<file path="config.mk">
export PLATFORM = sky130hd
export DESIGN_NAME = conv2d_scheduler
export DESIGN_NICKNAME = d
export VERILOG_FILES = /design/src/rtl/lenet_pkg.sv /design/src/rtl/pipe_delay.sv /design/src/rtl/conv2d_scheduler.sv
export SDC_FILE = /design/constraint.sdc
export NUM_CORES = 1
export LEC_CHECK = 0
export CAP_MARGIN = 20
export CORE_UTILIZATION = 32
export DETAILED_ROUTE_END_ITERATION = 6
export PLACE_DENSITY = 0.47
export SYNTH_ARGS = -nofsm -noshare
export SYNTH_HDL_FRONTEND = slang
export SYNTH_SLANG_ARGS = --single-unit
</file>
<file path="constraint.sdc">
create_clock -name clk -period 6.45 [get_ports clk]
set_clock_uncertainty 0.15 [all_clocks]
set_input_delay 1.935 -clock clk [delete_from_list [all_inputs] [get_ports clk]]
set_output_delay 1.935 -clock clk [all_outputs]
set_load 0.05 [all_outputs]
</file>
<file path="src/rtl/lenet_pkg.sv">
// Shared encodings and widths for the LeNet convolution scheduler.
// State encoding is one-hot so each state can be probed with a single bit.
package lenet_pkg;

    typedef enum logic [4:0] {
        ST_IDLE   = 5'b00001,
        ST_LOAD_W = 5'b00010,
        ST_CALC   = 5'b00100,
        ST_DRAIN  = 5'b01000,
        ST_DONE   = 5'b10000
    } state_t;

    localparam int DEF_PIPE_LAT = 7;

    localparam int W_ADDR_W   = 8;
    localparam int W_IDX_W    = 5;
    localparam int POS_W      = 5;
    localparam int OUT_ADDR_W = 10;
    localparam int MAP_W      = 3;
    localparam int CNT_W      = 6;

    // Delay-line payload: {valid, out_addr, out_map}
    localparam int PAYLOAD_W = 1 + OUT_ADDR_W + MAP_W;

endpackage

</file>
<file path="src/rtl/pipe_delay.sv">
// Fixed-latency shift register; synchronous reset clears every stage so
// nothing in flight survives an abort.
module pipe_delay #(
    parameter int WIDTH = 14,
    parameter int DEPTH = 7
) (
    input  logic             clk,
    input  logic             rst,
    input  logic [WIDTH-1:0] d,
    output logic [WIDTH-1:0] q
);

    logic [WIDTH-1:0] stage [DEPTH];

    always_ff @(posedge clk) begin
        if (rst) begin
            for (int i = 0; i < DEPTH; i++) begin
                stage[i] <= '0;
            end
        end else begin
            stage[0] <= d;
            for (int i = 1; i < DEPTH; i++) begin
                stage[i] <= stage[i-1];
            end
        end
    end

    assign q = stage[DEPTH-1];

endmodule

</file>
<file path="src/rtl/conv2d_scheduler.sv">
// Layer sequencer for a 5x5 convolution: per map it loads weights+bias,
// streams every output window, then drains the datapath before the next map.
module conv2d_scheduler
    import lenet_pkg::*;
#(
    parameter int OUT_W    = 28,
    parameter int OUT_H    = 28,
    parameter int N_MAP    = 6,
    parameter int W_DEPTH  = 26,
    parameter int PIPE_LAT = DEF_PIPE_LAT
) (
    input  logic                  clk,
    input  logic                  rst,
    input  logic                  start,
    output logic                  busy,
    output logic                  done,
    output logic                  w_rd_en,
    output logic [W_ADDR_W-1:0]   w_rd_addr,
    output logic                  w_wr_en,
    output logic [W_IDX_W-1:0]    w_wr_idx,
    output logic                  win_valid,
    output logic [POS_W-1:0]      win_row,
    output logic [POS_W-1:0]      win_col,
    output logic                  out_valid,
    output logic [OUT_ADDR_W-1:0] out_addr,
    output logic [MAP_W-1:0]      out_map
);

    // Handshake: every strobe here is a single-cycle qualifier; there is no
    // back-pressure, so a strobe high in a cycle means the paired fields are
    // valid in that same cycle and are consumed unconditionally.

    state_t                state;
    state_t                state_next;
    logic [CNT_W-1:0]      cnt;
    logic                  calc_first;
    logic [POS_W-1:0]      row;
    logic [POS_W-1:0]      col;
    logic [MAP_W-1:0]      map;
    logic [W_IDX_W-1:0]    k;
    logic                  last_win;
    logic [PAYLOAD_W-1:0]  pipe_in;
    logic [PAYLOAD_W-1:0]  pipe_out;

    // LOAD_W spends its first cycle with cnt=0 (no read), then reads k=cnt-1.
    always_comb begin
        k         = W_IDX_W'(cnt - CNT_W'(1));
        w_rd_en   = (state == ST_LOAD_W) && (cnt != '0);
        w_rd_addr = '0;
        if (w_rd_en) begin
            w_rd_addr = W_ADDR_W'(map) * W_ADDR_W'(W_DEPTH) + W_ADDR_W'(k);
        end
        win_valid = (state == ST_CALC) && !calc_first;
        last_win  = (row == POS_W'(OUT_H - 1)) && (col == POS_W'(OUT_W - 1));
        busy      = (state != ST_IDLE);
        done      = (state == ST_DONE);
        win_row   = row;
        win_col   = col;
    end

    always_comb begin
        state_next = state;
        unique case (state)
            ST_IDLE: begin
                if (start) state_next = ST_LOAD_W;
            end
            ST_LOAD_W: begin
                if (cnt == CNT_W'(W_DEPTH)) state_next = ST_CALC;
            end
            ST_CALC: begin
                if (win_valid && last_win) state_next = ST_DRAIN;
            end
            ST_DRAIN: begin
                if (cnt == CNT_W'(PIPE_LAT - 1)) begin
                    if (map == MAP_W'(N_MAP - 1)) state_next = ST_DONE;
                    else                          state_next = ST_LOAD_W;
                end
            end
            ST_DONE: begin
                state_next = ST_IDLE;
            end
            default: begin
                state_next = ST_IDLE;
            end
        endcase
    end

    always_ff @(posedge clk) begin
        if (rst) begin
            state      <= ST_IDLE;
            cnt        <= '0;
            calc_first <= 1'b0;
            row        <= '0;
            col        <= '0;
            map        <= '0;
            w_wr_en    <= 1'b0;
            w_wr_idx   <= '0;
        end else begin
            state      <= state_next;
            calc_first <= (state != ST_CALC) && (state_next == ST_CALC);

            if (state_next != state) begin
                cnt <= '0;
            end else if (state == ST_LOAD_W || state == ST_DRAIN) begin
                cnt <= cnt + CNT_W'(1);
            end

            // Column is the inner loop; the last window wraps both to zero.
            if (win_valid) begin
                if (col == POS_W'(OUT_W - 1)) begin
                    col <= '0;
                    row <= last_win ? '0 : row + POS_W'(1);
                end else begin
                    col <= col + POS_W'(1);
                end
            end else if (state == ST_IDLE) begin
                row <= '0;
                col <= '0;
            end

            if (state == ST_DRAIN && state_next == ST_LOAD_W) begin
                map <= map + MAP_W'(1);
            end else if (state_next == ST_IDLE) begin
                map <= '0;
            end

            // Synchronous ROM: data arrives one cycle after the read strobe.
            w_wr_en  <= w_rd_en;
            w_wr_idx <= w_rd_en ? k : '0;
        end
    end

    always_comb begin
        pipe_in = '0;
        if (win_valid) begin
            pipe_in = {1'b1,
                       OUT_ADDR_W'(row) * OUT_ADDR_W'(OUT_W) + OUT_ADDR_W'(col),
                       map};
        end
    end

    pipe_delay #(
        .WIDTH (PAYLOAD_W),
        .DEPTH (PIPE_LAT)
    ) u_pipe_delay (
        .clk (clk),
        .rst (rst),
        .d   (pipe_in),
        .q   (pipe_out)
    );

    assign out_valid = pipe_out[PAYLOAD_W-1];
    assign out_addr  = pipe_out[MAP_W +: OUT_ADDR_W];
    assign out_map   = pipe_out[MAP_W-1:0];

endmodule

</file>
* Word level (Yosys, flattened, before mapping)
Memories as Yosys holds them, arrays and structs flattened. Cells that the tools add are included. W data, S select, Z words.
Operators by class: add/sub/neg operators 7, multipliers 2, equal/unequal tests 17, multiplexer cells 26, bitwise operators 8, reduce and logical (&&, ||, !) cells 14
Operators with widths (number):
- $mux W14 | 8
- $mux W5 | 11
- $pmux W5 S4 | 1
- $eq A5 B5 Y1 const B | 3
- $add A10 B5 Y10 | 1
- $add A5 B1 Y5 const B | 2
- $eq A5 B1 Y1 const B | 2
- $eq A5 B2 Y1 const B | 2
- $eq A5 B3 Y1 const B | 2
- $add A8 B5 Y8 | 1
- $mul A5 B3 Y8 const B | 1
- $mux W8 | 1
- $mul A3 B4 Y7 const B | 1
- $or A1 B1 Y1 | 7
- $add A6 B1 Y6 const B | 1
- $eq A6 B3 Y1 const B | 1
- $eq A6 B5 Y1 const B | 1
- $logic_and A1 B1 Y1 | 6
- $mux W3 | 2
- $reduce_bool A6 Y1 | 1
- $eq A5 B4 Y1 const B | 1
- $ne A5 B1 Y1 const B | 1
- $ne A5 B3 Y1 const B | 1
- $ne A5 B5 Y1 | 1
- 11 further kinds | 15
Storage, ports and cells: bits in registers 31, RAM bits 98, input bits 3, output and inout bits 42, word-level logic and storage cells 83, memories kept 1
Memory list:
- u_pipe_delay.stage | depth 7, width 14, read ports 7, clocked after Yosys merged registers in 0, write ports 7, RTL line pipe_delay.sv:13 | logic [WIDTH-1:0] stage [DEPTH];

* Longest topological paths before layout
Gate-level depths: netlist (run 1).
word-level depth 8, mapped depth 11, mapped depth without buffers 11

* Cells and area by module
Synthesis (run 1) repeated with hierarchy kept, for this count alone.
Unflattened totals: cell total of the unflattened synthesis 526, area total of the unflattened synthesis 5231.3 sq um
By module, submodules not included:
- pipe_delay | times used 1, cells an instance 220, area an instance 2737.6 sq um, seq. area each 1961.9 sq um
- conv2d_scheduler | times used 1, cells an instance 306, area an instance 2493.6 sq um, seq. area each 620.6 sq um

* Worst setup path before layout (run 1)
Ideal clock, no wire load.
kind register to output, start point register cnt[0], end point output w_rd_addr[3], arrival time 2.592 ns, data required time 4.365 ns, setup slack 1.773 ns, stages on the path, launching flop included 9, path buffers 0, path through dfxtp_1 > inv_1 > ha_1 > inv_1 > ha_1 > inv_1 > fa_1 > nor2b_1 > nor3_1
On the way: word-level cells in the longest chain between the ends 3, elaborated cells on any way between the ends 5, those cells by class add/sub: 2; mux: 1; reduce/logical: 2
RTL lines:
- from (decl) | RTL line conv2d_scheduler.sv:35 | logic [CNT_W-1:0] cnt;
- from (signal assigned) | RTL line conv2d_scheduler.sv:105 | cnt <= cnt + CNT_W'(1);
- $sub A5 B1 Y5 | RTL line conv2d_scheduler.sv:47 | k = W_IDX_W'(cnt - CNT_W'(1));
- net k[0] | RTL line conv2d_scheduler.sv:40 | logic [W_IDX_W-1:0] k;
- $add A8 B5 Y8 | RTL line conv2d_scheduler.sv:51 | w_rd_addr = W_ADDR_W'(map) * W_ADDR_W'(W_DEPTH) + W_ADDR_W'(k);
- $mux W8 | RTL line conv2d_scheduler.sv:50 | if (w_rd_en) begin
- to (decl) | RTL line conv2d_scheduler.sv:18 | output logic [W_ADDR_W-1:0] w_rd_addr,
The timed path passes the listed nets, and every way through them passes these cells.

* Worst setup path in the final report (run 1)
start point register cnt[0], end point output w_rd_addr[6]
Same word-level chain as after synthesis.

==> results of run 1 <==
## report_power, final
group          internal [mW]  switching (mW)
Sequential             0.800         0.00508
Combinational         0.0196          0.0440
Clock                  0.596           0.356
## synth_stat cells, types with 2 or more instances
master / number
dfxtp_1: 129
nor2b_1: 89
nor2_1: 36
ha_1: 29
inv_1: 24
a21oi_1: 22
nand2_1: 20
nor3_1: 17
xnor2_1: 15
buf_4: 14
clkbuf_1: 14
o21ai_0: 12
and2_1: 9
fa_1: 8
nand2b_1: 8
nand3_1: 8
xor2_1: 8
a21o_1: 5
or3_1: 5
or2_2: 4
a211o_1: 2
a31oi_1: 2
buf_6: 2
mux2i_1: 2
nand4_1: 2
o31ai_1: 2
## sequential cells by signal (all words and copies together), names as in the netlist
| register | flops |
|---|---|
| u_pipe_delay.stage | 98 |
| map | 3 |
| win_row | 5 |
| w_wr_en | 1 |
| calc_first | 1 |
| state | 5 |
| w_wr_idx | 5 |
| win_col | 5 |
| cnt | 6 |
## cell type report
class | instances | area share, %
Inverter | 25 | 1.55
Sequential cell | 129 | 41.5
Multi-Input combinational cell | 326 | 36.0
Clock inverter | 13 | 2.41
Timing Repair Buffer | 44 | 7.04
Tap cell | 211 | 4.24
Clock buffer | 19 | 7.28
## kinds of logic after synthesis
logic type,Yosys count,share of synthesized area (%)
adder cells (fa/ha/maj),37,10.3
XOR/XNOR,23,3.95
AO/OA/AOI/OAI,54,6.46
flip-flops,129,50.7
multiplexers,2,0.393
buffers and inverters,55,5.42
AND/OR/NAND/NOR,210,22.9
## final timing paths
| path | startpoint | to | cells past startpoint |
|---|---|---|---|
| max | cnt[0]$_SDFFE_PP0P_ | w_rd_addr[6] | 11 |
| min | u_pipe_delay.stage[0][50]$_SDFF_PP0_ | u_pipe_delay.stage[1][8]$_SDFF_PP0_ | 1 |
| max reg2reg | win_row[2]$_SDFFE_PP0P_ | u_pipe_delay.stage[0][12]$_SDFF_PP0_ | 8 |
| min reg2reg | u_pipe_delay.stage[0][50]$_SDFF_PP0_ | u_pipe_delay.stage[1][8]$_SDFF_PP0_ | 1 |
## metrics by stage
stage / setup slack [ns] / power, mW / instance area [µm²] / instances
finish: 0.920 / 1.82 / 6220 / 767
global route: 0.591 / 1.89 / 6220 / 767
CTS: 0.853 / 1.85 / 6220 / 767
detailed placement: 1.30 / 0.886 / 5620 / 735
global placement: 1.41 / 0.886 / 5620 / 735
floorplan: 1.77 / 0.869 / 5100 / 510
## per-layer routing
| layer | routed length, µm | vias to the layer above |
|---|---|---|
| met5 | 0 | - |
| met4 | 110 | 0 |
| met3 | 226 | 7 |
| met2 | 3660 | 54 |
| met1 | 4200 | 1463 |
| li1 | - | 1723 |
==> flow_metrics.py, run 1 <==
metrics = {
    "clock_tree": {
        "h-tree-depth": 4,
        "cts-root-buf": "clkbuf_16",
        "cts_resized": 0,
        "hold_buffers": 0,
        "post_cts_buffers": 0,
        "numCtsBuffers": 17,
        "cts_tree": "built",
        "clk_latency_ns": 0.40,
        "clock_path_buffers": 2,
        "cts.sinks": 129,
        "clk_pin_slew_ns": 0.06,
    },
    "place": {
        "gp_congestion": 0.835,
        "port-buffer-count": 44,
        "dp_hpwl_um": 5510,
    },
    "critical_path": {
        "r2r_slack_ns": 3.67,
        "crit_required_ns": 4.37,
        "cpPeakStageDelay_ns": 0.81,
        "cp_max_fo": 6,
        "cp_num_buf_inv": 3,
        "cp-end-kind": "output port",
        "crit_chain": "inv_1, ha_1, xnor2_1, inv_1, ha_1, a21o_1, a21oi_1, o22ai_1, xnor2_1, nor2_1, clkdlybuf4s50_1",
        "slowest_stage": "clkdlybuf4s50_1",
        "cpLargestDelayFamily": "buffers and inverters",
        "worstSetupPathType": "register to output port",
        "start_kind": "register",
        "worstPathArrival_ns": 3.45,
    },
    "layout": {
        "final_util_pct": 40.5,
        "multi_input_area_um2": 2240,
        "drive_above_1_share_pct": 7.37,
        "nFillCells": 1484,
        "final_cell_mix": "dfxtp_1, nor2b_1, clkdlybuf4s50_1",
        "mostFrequentLayoutCell": "dfxtp_1",
        "nets": 583,
        "antenna_cells": 0,
        "seqCellArea_um2": 2580,
        "area_delta_synth_final_pct": 22.1,
    },
    "synth": {
        "synth-seq-area-share_pct": 50.7,
        "yosysUniqueCellTypes": 48,
        "yosysTopAreaCell": "dfxtp_1",
        "synth.area.top_cells": "dfxtp_1, nor2b_1, ha_1, fa_1, nor2_1",
        "ys_warn_count": 0,
        "synth_top_area_share_pct": 50.7,
        "ys_ff_latch": 129,
        "synth_top_flop_cell": "dfxtp_1",
        "synth_enable_flop_cells": 0,
        "netlist_instances": 510,
        "synth_area_um2": 5100,
        "async_flop_share_pct": 0,
        "syn_area_per_cell_um2": 9.99,
        "syn-num-nets": 550,
    },
    "drt": {
        "wl_per_cell_um": 10.7,
        "num_vias": 3247,
        "drcViolationCount": 0,
        "wirelength_um": 8190,
        "ant_nets": 0,
        "dr.pass1.iters": 4,
        "routed_via_density": 4.23,
        "drtIter0Drc": 120,
    },
    "timing": {
        "max_freq_mhz": 181,
        "setup_viol": 0,
        "tightest_slew_ns": 0.985,
        "drv_slew": 0,
        "relSlewSlack_pct": 34.4,
        "final.min_clock_period_ns": 5.53,
        "final-hold-violation-count": 0,
        "holdWs_ns": 0.275,
        "rsz0062_at_grt": "false",
        "fin_setup_tns_ns": 0,
        "fin_crit_sh_pct": 85.7,
    },
    "floorplanning": {
        "initial_core_util_pct": 33.2,
        "io_pins": 45,
        "core_um2": 15400,
        "die_x_um": 128,
        "dieHeight_um": 128,
        "dieArea_um2": 16400,
        "rows": 45,
    },
    "global_route": {
        "grt.overflow.total": 0,
        "grt_max_degree": 102,
        "grt.total_usage_pct": 10.8,
        "grt_use_met2_pct": 17.4,
        "met1_usage_pct": 13.3,
        "first_global_vias": 3175,
        "grt_pass1_wl_um": 14100,
        "antenna_found_initial": 0,
        "busiest_layer": "met2",
        "grt_use_met3_pct": 3.46,
    },
    "hold_path": {
        "hold_path_class": "register to register",
    },
    "job": {
        "max-cap-violations": 0,
    },
    "pwr": {
        "pwr_density_cell_nw_per_um2": 293,
        "p_leak_nw": 2.48,
        "ir_drop_mv": 0.183,
    },
    "outcome": {
        "status": "complete, no violations",
    },
}
Note: power is estimated with default switching activity, not from simulation.
==> run 2: changes to the inputs <==
- SLEW_MARGIN: unset -> 20
==> results of run 2 <==
Final layout, timing and power as in run 1 (identical DEF).
==> run 3: changes to the inputs <==
- CORE_UTILIZATION: 32 -> 56
- PLACE_DENSITY: 0.47 -> 0.76
==> run 3 against run 2 <==
Net effect: design area down 2.1%; sequential power hardly changed; sequential share of layout area grew 0.90 points; utilization rose by 29 points; setup slack worse by 0.15 ns; combinational power decreased by 0.9%; via count is 4.3% higher; global-route usage up 7.2 points; sequential cell count stayed put.
==> flow_metrics.py, run 3 (same netlist as run 1, synthesis figures left out) <==
metrics = {
    "timing": {
        "tightest_slew_ns": 0.911,
        "setup_viol": 0,
        "holdWs_ns": 0.279,
        "final-hold-violation-count": 0,
        "max_freq_mhz": 176,
        "fin_ws_ns": 0.774,
        "rsz0062_at_grt": "false",
        "final.min_clock_period_ns": 5.68,
        "drv_slew": 0,
        "fin_setup_tns_ns": 0,
        "fin_crit_sh_pct": 88.0,
        "relSlewSlack_pct": 39.3,
    },
    "place": {
        "place_area_um2": 5500,
        "dp_hpwl_um": 5280,
        "dpl.cell_count": 633,
        "port-buffer-count": 44,
        "pre_cts_ws_ns": 1.30,
        "gp_congestion": 0.927,
    },
    "clock_tree": {
        "cts_tree": "built",
        "cts.sinks": 129,
        "hold_buffers": 0,
        "clock_path_buffers": 2,
        "cts-root-buf": "clkbuf_8",
        "clk_pin_slew_ns": 0.06,
        "h-tree-depth": 4,
        "numCtsBuffers": 17,
        "cts_resized": 0,
        "clk_latency_ns": 0.51,
        "post_cts_buffers": 0,
    },
    "pwr": {
        "pwr_density_cell_nw_per_um2": 297,
        "ir_drop_mv": 0.220,
        "totalPowerFinal_mw": 1.81,
        "p_leak_nw": 2.47,
    },
    "drt": {
        "num_vias": 3385,
        "drcViolationCount": 0,
        "routed_via_density": 5.09,
        "ant_nets": 0,
        "dr.pass1.iters": 4,
        "wirelength_um": 7960,
        "wl_per_cell_um": 12.0,
        "drtIter0Drc": 97,
    },
    "floorplanning": {
        "dieHeight_um": 97.4,
        "dieArea_um2": 9490,
        "rows": 34,
        "core_um2": 8760,
        "io_pins": 45,
        "die_x_um": 97.4,
        "initial_core_util_pct": 58.2,
    },
    "global_route": {
        "first_global_vias": 3318,
        "grt.overflow.total": 0,
        "antenna_found_initial": 0,
        "grt_pass1_wl_um": 13900,
        "grt.total_usage_pct": 18.0,
        "grt_max_degree": 101,
    },
    "critical_path": {
        "cp_max_fo": 6,
        "worstSetupPathType": "register to output port",
        "cp_num_buf_inv": 3,
        "cpLargestDelayFamily": "buffers and inverters",
        "crit_chain": "inv_1, ha_1, xnor2_1, inv_1, ha_1, a21o_1, a21oi_1, o22ai_1, xnor2_1, nor2_1, clkdlybuf4s50_1",
        "worstPathArrival_ns": 3.59,
        "slowest_stage": "clkdlybuf4s50_1",
        "start_kind": "register",
        "cpPeakStageDelay_ns": 0.81,
        "cp-end-kind": "output port",
        "crit_required_ns": 4.37,
    },
    "layout": {
        "finalInstanceArea_um2": 6090,
        "area_delta_synth_final_pct": 19.5,
        "antenna_cells": 0,
        "final_cell_mix": "dfxtp_1, nor2b_1, clkdlybuf4s50_1",
        "drive_above_1_share_pct": 7.36,
        "stdcell_count": 665,
        "final_util_pct": 69.5,
        "nets": 584,
        "largest_register_ffs": 98,
        "max_flop_register": "u_pipe_delay.stage",
        "nFillCells": 681,
        "mostFrequentLayoutCell": "dfxtp_1",
        "largest_registers": "u_pipe_delay.stage (98), cnt (6)",
    },
    "outcome": {
        "status": "complete, no violations",
    },
    "hold_path": {
        "hold_path_class": "register to register",
    },
    "job": {
        "max-cap-violations": 0,
    },
}
-- run 3: cell count changes in the layout (fill, tap and decap cells not counted), sizes merged --
cell / delta
buf: +1
clkbuf: -1
bufinv: +1
-- run 3: worst paths after layout --
kind	end	start	slack [ns]	cells past startpoint
worst max register to register	u_pipe_delay.stage[0][12]$_SDFF_PP0_	win_row[2]$_SDFFE_PP0P_	3.64	8
worst min-delay path	u_pipe_delay.stage[1][12]$_SDFF_PP0_	u_pipe_delay.stage[0][54]$_SDFF_PP0_	0.28	1
worst min register to register	u_pipe_delay.stage[1][12]$_SDFF_PP0_	u_pipe_delay.stage[0][54]$_SDFF_PP0_	0.28	1
worst max-delay path	w_rd_addr[6]	cnt[0]$_SDFFE_PP0P_	0.77	11
-- run 3: layer usage --
layer / up-vias / routed length [µm] / global-route usage, %
li1: 1716 / - / -
met1: 1559 / 3560 / 20.6
met2: 86 / 3850 / 30.2
met3: 24 / 323 / 4.89
met4: 0 / 220 / 10.4
met5: - / 0 / 0
-- run 3: worst reg2reg max path: cells and delay by family, from the launching register on --
kind / cells / cell delay, ns
mux: 1 / 0.15
buf+inv: 1 / 0.06
xor+xnor: 1 / 0.26
simple gates: 2 / 0.53
flops: 1 / 0.43
fa+ha+maj: 3 / 1.11
-- run 3: power by group --
group	switching, mW	internal, mW	leakage [nW]
Clock	0.346	0.594	0.291
Sequential	0.00506	0.800	1.04
Combinational	0.0432	0.0198	1.14
Total	0.394	1.41	2.47
-- run 3: layout make-up --
type	instances	area [µm²]	area share, %
clock buffers	18	418	6.86
multi-input cells	326	2240	36.8
repair buffers	45	443	7.27
flip-flops and latches	129	2580	42.4
well taps	108	135	2.22
inverters	25	96.3	1.58
clock inverters	14	178	2.92
==> RTL change 1 (config.mk and constraints of run 2) <==
The package constant `MAP_W` goes from 3 to 5.
--- a/src/rtl/lenet_pkg.sv
+++ b/src/rtl/lenet_pkg.sv
@@ -17,5 +17,5 @@
     localparam int POS_W      = 5;
     localparam int OUT_ADDR_W = 10;
-    localparam int MAP_W      = 3;
+    localparam int MAP_W      = 5;
     localparam int CNT_W      = 6;
 
Ports: changed (resized out_map); port bits go from 45 to 47. No check against the original RTL was run, so the function may have changed too.
==> RTL change 1 against run 2 <==
Fmax is 3.6% lower; worst setup slack worse by 210 ps; wire length is 14% higher; cell area is 10% higher; global-route usage is 0.44 points higher; register-to-register slack worse by 230 ps; area after synthesis is 13% higher; total power is 3.6% higher; clock power is 1% lower; sequential cell count is 16 higher; count of clock-buffer cells in the layout is 3 higher; first-iteration DRC count is 22% higher; critical path type unchanged; critical endpoint is now w_rd_addr[7]; largest cell class unchanged; largest power group unchanged.
==> RTL change 1: results (changes against run 2) <==
metric,value,unit,change
status,completed,,unchanged
p_leak,2.74,nW,was 2.48 nW
dpl_cell_area,6300,µm²,was 5620 µm²
syn-num-nets,610,,was 550
synthTopCellsByArea,"dfxtp_1 50%, nor2b_1 11%, ha_1 7.0%",,"was dfxtp_1 51%, nor2b_1 11%, ha_1 7.1%"
r2r_end,u_pipe_delay.stage[0][14],,was u_pipe_delay.stage[0][12]
cts_tree,done,,unchanged
yosysWarnings,0,,unchanged
holdPathEnd,u_pipe_delay.stage[1][3],,was u_pipe_delay.stage[1][8]
dieArea,18500,µm²,was 16400 µm²
routed_wirelength,9370,µm,was 8190 µm
drt_iter0_drc,146,,was 120
fill_cells,1727,,was 1484
io_buffers,46,,was 44
rrSetupSlack,3440,ps,was 3670 ps
seq_area_frac_synth,50.4,%,was 50.7%
grt_pass1_wl,16200,µm,was 14100 µm
finalNetCount,640,,was 583
critPathMaxFanout,8,,was 6
whs,279,ps,was 275 ps
post_cts_resized,0,,unchanged
grt_pass1_vias,3502,,was 3175
synthDistinctLibCells,56,,was 48
dp_hpwl,6440,µm,was 5510 µm
route.vias.total,3590,,was 3247
htreeDepth,4,,unchanged
cts_buffer_depth,2,,unchanged
slew_headroom,60.1,%,was 34.4%
arrival,3650,ps,was 3450 ps
hold_class,flop to flop,,unchanged
track_usage,11.2,%,was 10.8%
reg2reg_from,win_row[0],,was win_row[2]
gp_congestion,0.780,,was 0.835
drive_above_1_share,6.40,%,was 7.37%
grt_max_degree,65,,was 102
rr_worst_depth,8,,unchanged
yosys-top-cells-count,"145 x dfxtp_1, 105 x nor2b_1, 46 x nor2_1",,"was 129 x dfxtp_1, 89 x nor2b_1, 36 x nor2_1"
min_from,u_pipe_delay.stage[0][51],,was u_pipe_delay.stage[0][50]
top_regs,"u_pipe_delay.stage (112), cnt (6)",,"was u_pipe_delay.stage (98), cnt (6)"
peakVddDrop,0.185,mV,was 0.183 mV
RTL change 1: cells by family (layout without fill, tap and decap cells):
logic type / count (synthesis) / count (layout) / share of synthesized area, %
AO/OA/AOI/OAI: 52 / 52 / 5.67
multiplexers: 2 / 2 / 0.369
XOR/XNOR: 27 / 27 / 4.37
buffers and inverters: 64 / 107 / 5.50
adder cells (fa/ha/maj): 41 / 41 / 10.1
flip-flops: 145 / 145 / 50.4
AND/OR/NAND/NOR: 235 / 235 / 23.6
RTL change 1: stage by stage:
stage	instances	utilization, %	power, mW	setup WS (ps)
floorplan	566	-	0.956	1470
global placement	802	36.1	0.968	1230
detailed placement	802	36.1	0.968	1130
CTS	834	39.4	1.92	666
global route	834	39.4	1.97	498
finish	834	39.4	1.89	711
RTL change 1: worst max-delay path, stage by stage (launching register included):
cell and delay (ps):
dfxtp_1 470, ha_1 310, fa_1 540, inv_1 70, fa_1 430, xnor2_1 250, o211a_1 200, xnor2_1 60
nor2_1 90, clkdlybuf4s50_1 810
RTL change 1: final cells by class:
cell class	count	area share, %
Clock buffer	22	6.47
Clock inverter	10	1.84
Inverter	28	1.57
Multi-Input combinational cell	357	37.0
Sequential cell	145	42.3
Tap cell	225	4.10
Timing Repair Buffer	47	6.78
RTL change 1: worst max-delay path by stage:
| stage | startpoint | endpoint | slack, ps | cells after the start |
|---|---|---|---|---|
| detailed placement | map[2] | w_rd_addr[7] | 1130 | 9 |
| floorplan | map[2] | w_rd_addr[5] | 1470 | 6 |
| CTS | map[2] | w_rd_addr[7] | 670 | 9 |
| global route | map[1] | w_rd_addr[6] | 500 | 13 |
| global placement | map[2] | w_rd_addr[7] | 1230 | 9 |
| finish | map[2] | w_rd_addr[7] | 710 | 9 |
RTL change 1: report_power, final:
group	internal (mW)	switching, mW	leakage (nW)	total (mW)
Clock	0.574	0.366	0.266	0.940
Combinational	0.0142	0.0312	1.31	0.0453
Sequential	0.897	0.00466	1.17	0.902
Total	1.49	0.402	2.74	1.89
RTL change 1: metal layers:
metal,up-vias,wire length [µm],global-route usage [%]
li1,1880,-,-
met1,1645,4610,13.8
met2,57,4290,17.3
met3,8,345,4.51
met4,0,120,4.63
met5,-,0,0
==> RTL change 2 (flow settings as in run 2) <==
Made on the original files. Put a register stage on the outputs `out_valid`, `out_addr` and `out_map`, without a reset. The values now appear one clock later. The other outputs are not delayed to match.
--- a/src/rtl/conv2d_scheduler.sv
+++ b/src/rtl/conv2d_scheduler.sv
@@ -150,7 +150,9 @@
     );
 
-    assign out_valid = pipe_out[PAYLOAD_W-1];
-    assign out_addr  = pipe_out[MAP_W +: OUT_ADDR_W];
-    assign out_map   = pipe_out[MAP_W-1:0];
+    always_ff @(posedge clk) begin
+        out_valid <= pipe_out[PAYLOAD_W-1];
+        out_addr  <= pipe_out[MAP_W +: OUT_ADDR_W];
+        out_map   <= pipe_out[MAP_W-1:0];
+    end
 
 endmodule
Check against the original RTL: same outputs for any inputs over 10 cycles, from zero or initial values and one cycle with rst high; that may be too few to reach the edited logic, so the function may still have changed.
==> RTL change 2 against run 2 <==
Sequential share of layout area rose by 2.6 points; highest routed layer unchanged; total power increased by 1.8%; global-route usage rose by 0.11 points; worst setup slack about the same; area after synthesis rose by 4.1%; first-iteration DRC count up 5.8%; critical path type unchanged; cell area is 4.4% higher; clock power is 3.6% lower; sequential cell count is 14 higher; wire length up 3.4%.
==> RTL change 2: results (changes against run 2) <==
metric,value,unit,change
status,completed,,unchanged
placed_cells,747,,was 735
min_from,u_pipe_delay.stage[6][4],,was u_pipe_delay.stage[0][50]
syn-num-nets,547,,was 550
synth_adder_area_share,9.85,%,was 10.3%
synth_compound_area_share,6.17,%,was 6.46%
yosys-top-cells-count,"143 x dfxtp_1, 88 x nor2b_1, 32 x nor2_1",,"was 129 x dfxtp_1, 89 x nor2b_1, 36 x nor2_1"
seq_area_frac_synth,53.9,%,was 50.7%
route.vias.total,3336,,was 3247
synthDistinctLibCells,53,,was 48
clkTransAtPathRegs,60,ps,about the same
synthTopCellsByArea,"dfxtp_1 54%, nor2b_1 10%, ha_1 6.8%",,"was dfxtp_1 51%, nor2b_1 11%, ha_1 7.1%"
track_usage,10.9,%,was 10.8%
first_pass_iters,5,,was 4
clkPwrFrac,49.5,%,was 52.3%
muxShareOfSynthArea,0.377,%,was 0.393%
drive_above_1_share,7.82,%,was 7.37%
holdPathEnd,out_addr[1],,was u_pipe_delay.stage[1][8]
r2r_end,u_pipe_delay.stage[0][12],,unchanged
gp_congestion,0.785,,was 0.835
critical_path.max_stage_delay,810,ps,about the same
combPwrFrac,2.5,%,was 3.5%
viasPerCell,4.28,,was 4.23
finalNetCount,590,,was 583
tightest_slew,1010,ps,was 985 ps
netSwitchingPower,0.423,mW,was 0.405 mW
dp_hpwl,5460,µm,was 5510 µm
peakVddDrop,0.175,mV,was 0.183 mV
cts_buffer_depth,2,,unchanged
grt_pass1_vias,3127,,was 3175
synth_xor_area_share,3.96,%,was 3.95%
grt_max_degree,106,,was 102
routed_wirelength,8470,µm,was 8190 µm
drt_iter0_drc,127,,was 120
grt_pass1_wl,14300,µm,was 14100 µm
p_leak,2.55,nW,was 2.48 nW
top_regs,"u_pipe_delay.stage (98), out_addr (10), cnt (6)",,"was u_pipe_delay.stage (98), cnt (6)"
whs_path_depth,0,,was 1
synth.avg_cell_area,10.5,µm²,was 9.99 µm²
## RTL change 2: per-stage QoR
| step | hold WS [ps] | setup slack [ps] | power (mW) | cell area [µm²] | util [%] |
|---|---|---|---|---|---|
| after floorplan | 160 | 1770 | 0.944 | 5310 | - |
| after global placement | 160 | 1410 | 0.955 | 5930 | 36.9 |
| after detailed placement | 162 | 1310 | 0.956 | 5930 | 36.9 |
| after CTS | 177 | 862 | 1.89 | 6490 | 40.4 |
| after global routing | 183 | 639 | 1.93 | 6490 | 40.4 |
| final | 175 | 919 | 1.85 | 6490 | 40.4 |
## RTL change 2: worst max-delay path by stage
stage               startpoint      endpoint  slack (ps)  cells after the start
floorplan               cnt[0]  w_rd_addr[3]        1770                      8
global placement        cnt[0]  w_rd_addr[6]        1410                     11
detailed placement      cnt[0]  w_rd_addr[6]        1310                     11
CTS                     cnt[0]  w_rd_addr[6]         860                     11
global route            cnt[0]  w_rd_addr[6]         640                     11
finish                  cnt[0]  w_rd_addr[6]         920                     11
## RTL change 2: layer usage
metal / vias to the layer above / share of wire, % / global-route usage [%] / wire, µm
met5: - / 0 / 0 / 0
met4: 0 / 1.9 / 5.88 / 158
met3: 9 / 3.0 / 3.79 / 251
met2: 46 / 44 / 16.4 / 3700
met1: 1535 / 52 / 13.7 / 4360
li1: 1746 / - / - / -
## RTL change 2: cell type report
class / instances / area [µm²]
Fill cell: 1540 / 9560
Sequential cell: 143 / 2860
Multi-Input combinational cell: 319 / 2260
Clock buffer: 20 / 467
Timing Repair Buffer: 44 / 438
Tap cell: 216 / 270
Clock inverter: 12 / 100
Inverter: 25 / 93.8
## RTL change 2: worst register-to-register path, stage by stage, from the launching register on
cell	delay, ps
dfxtp_1	440
fa_1	540
ha_1	160
inv_1	50
fa_1	380
xnor2_1	330
or3b_2	510
nor4b_1	400
mux2i_1	210
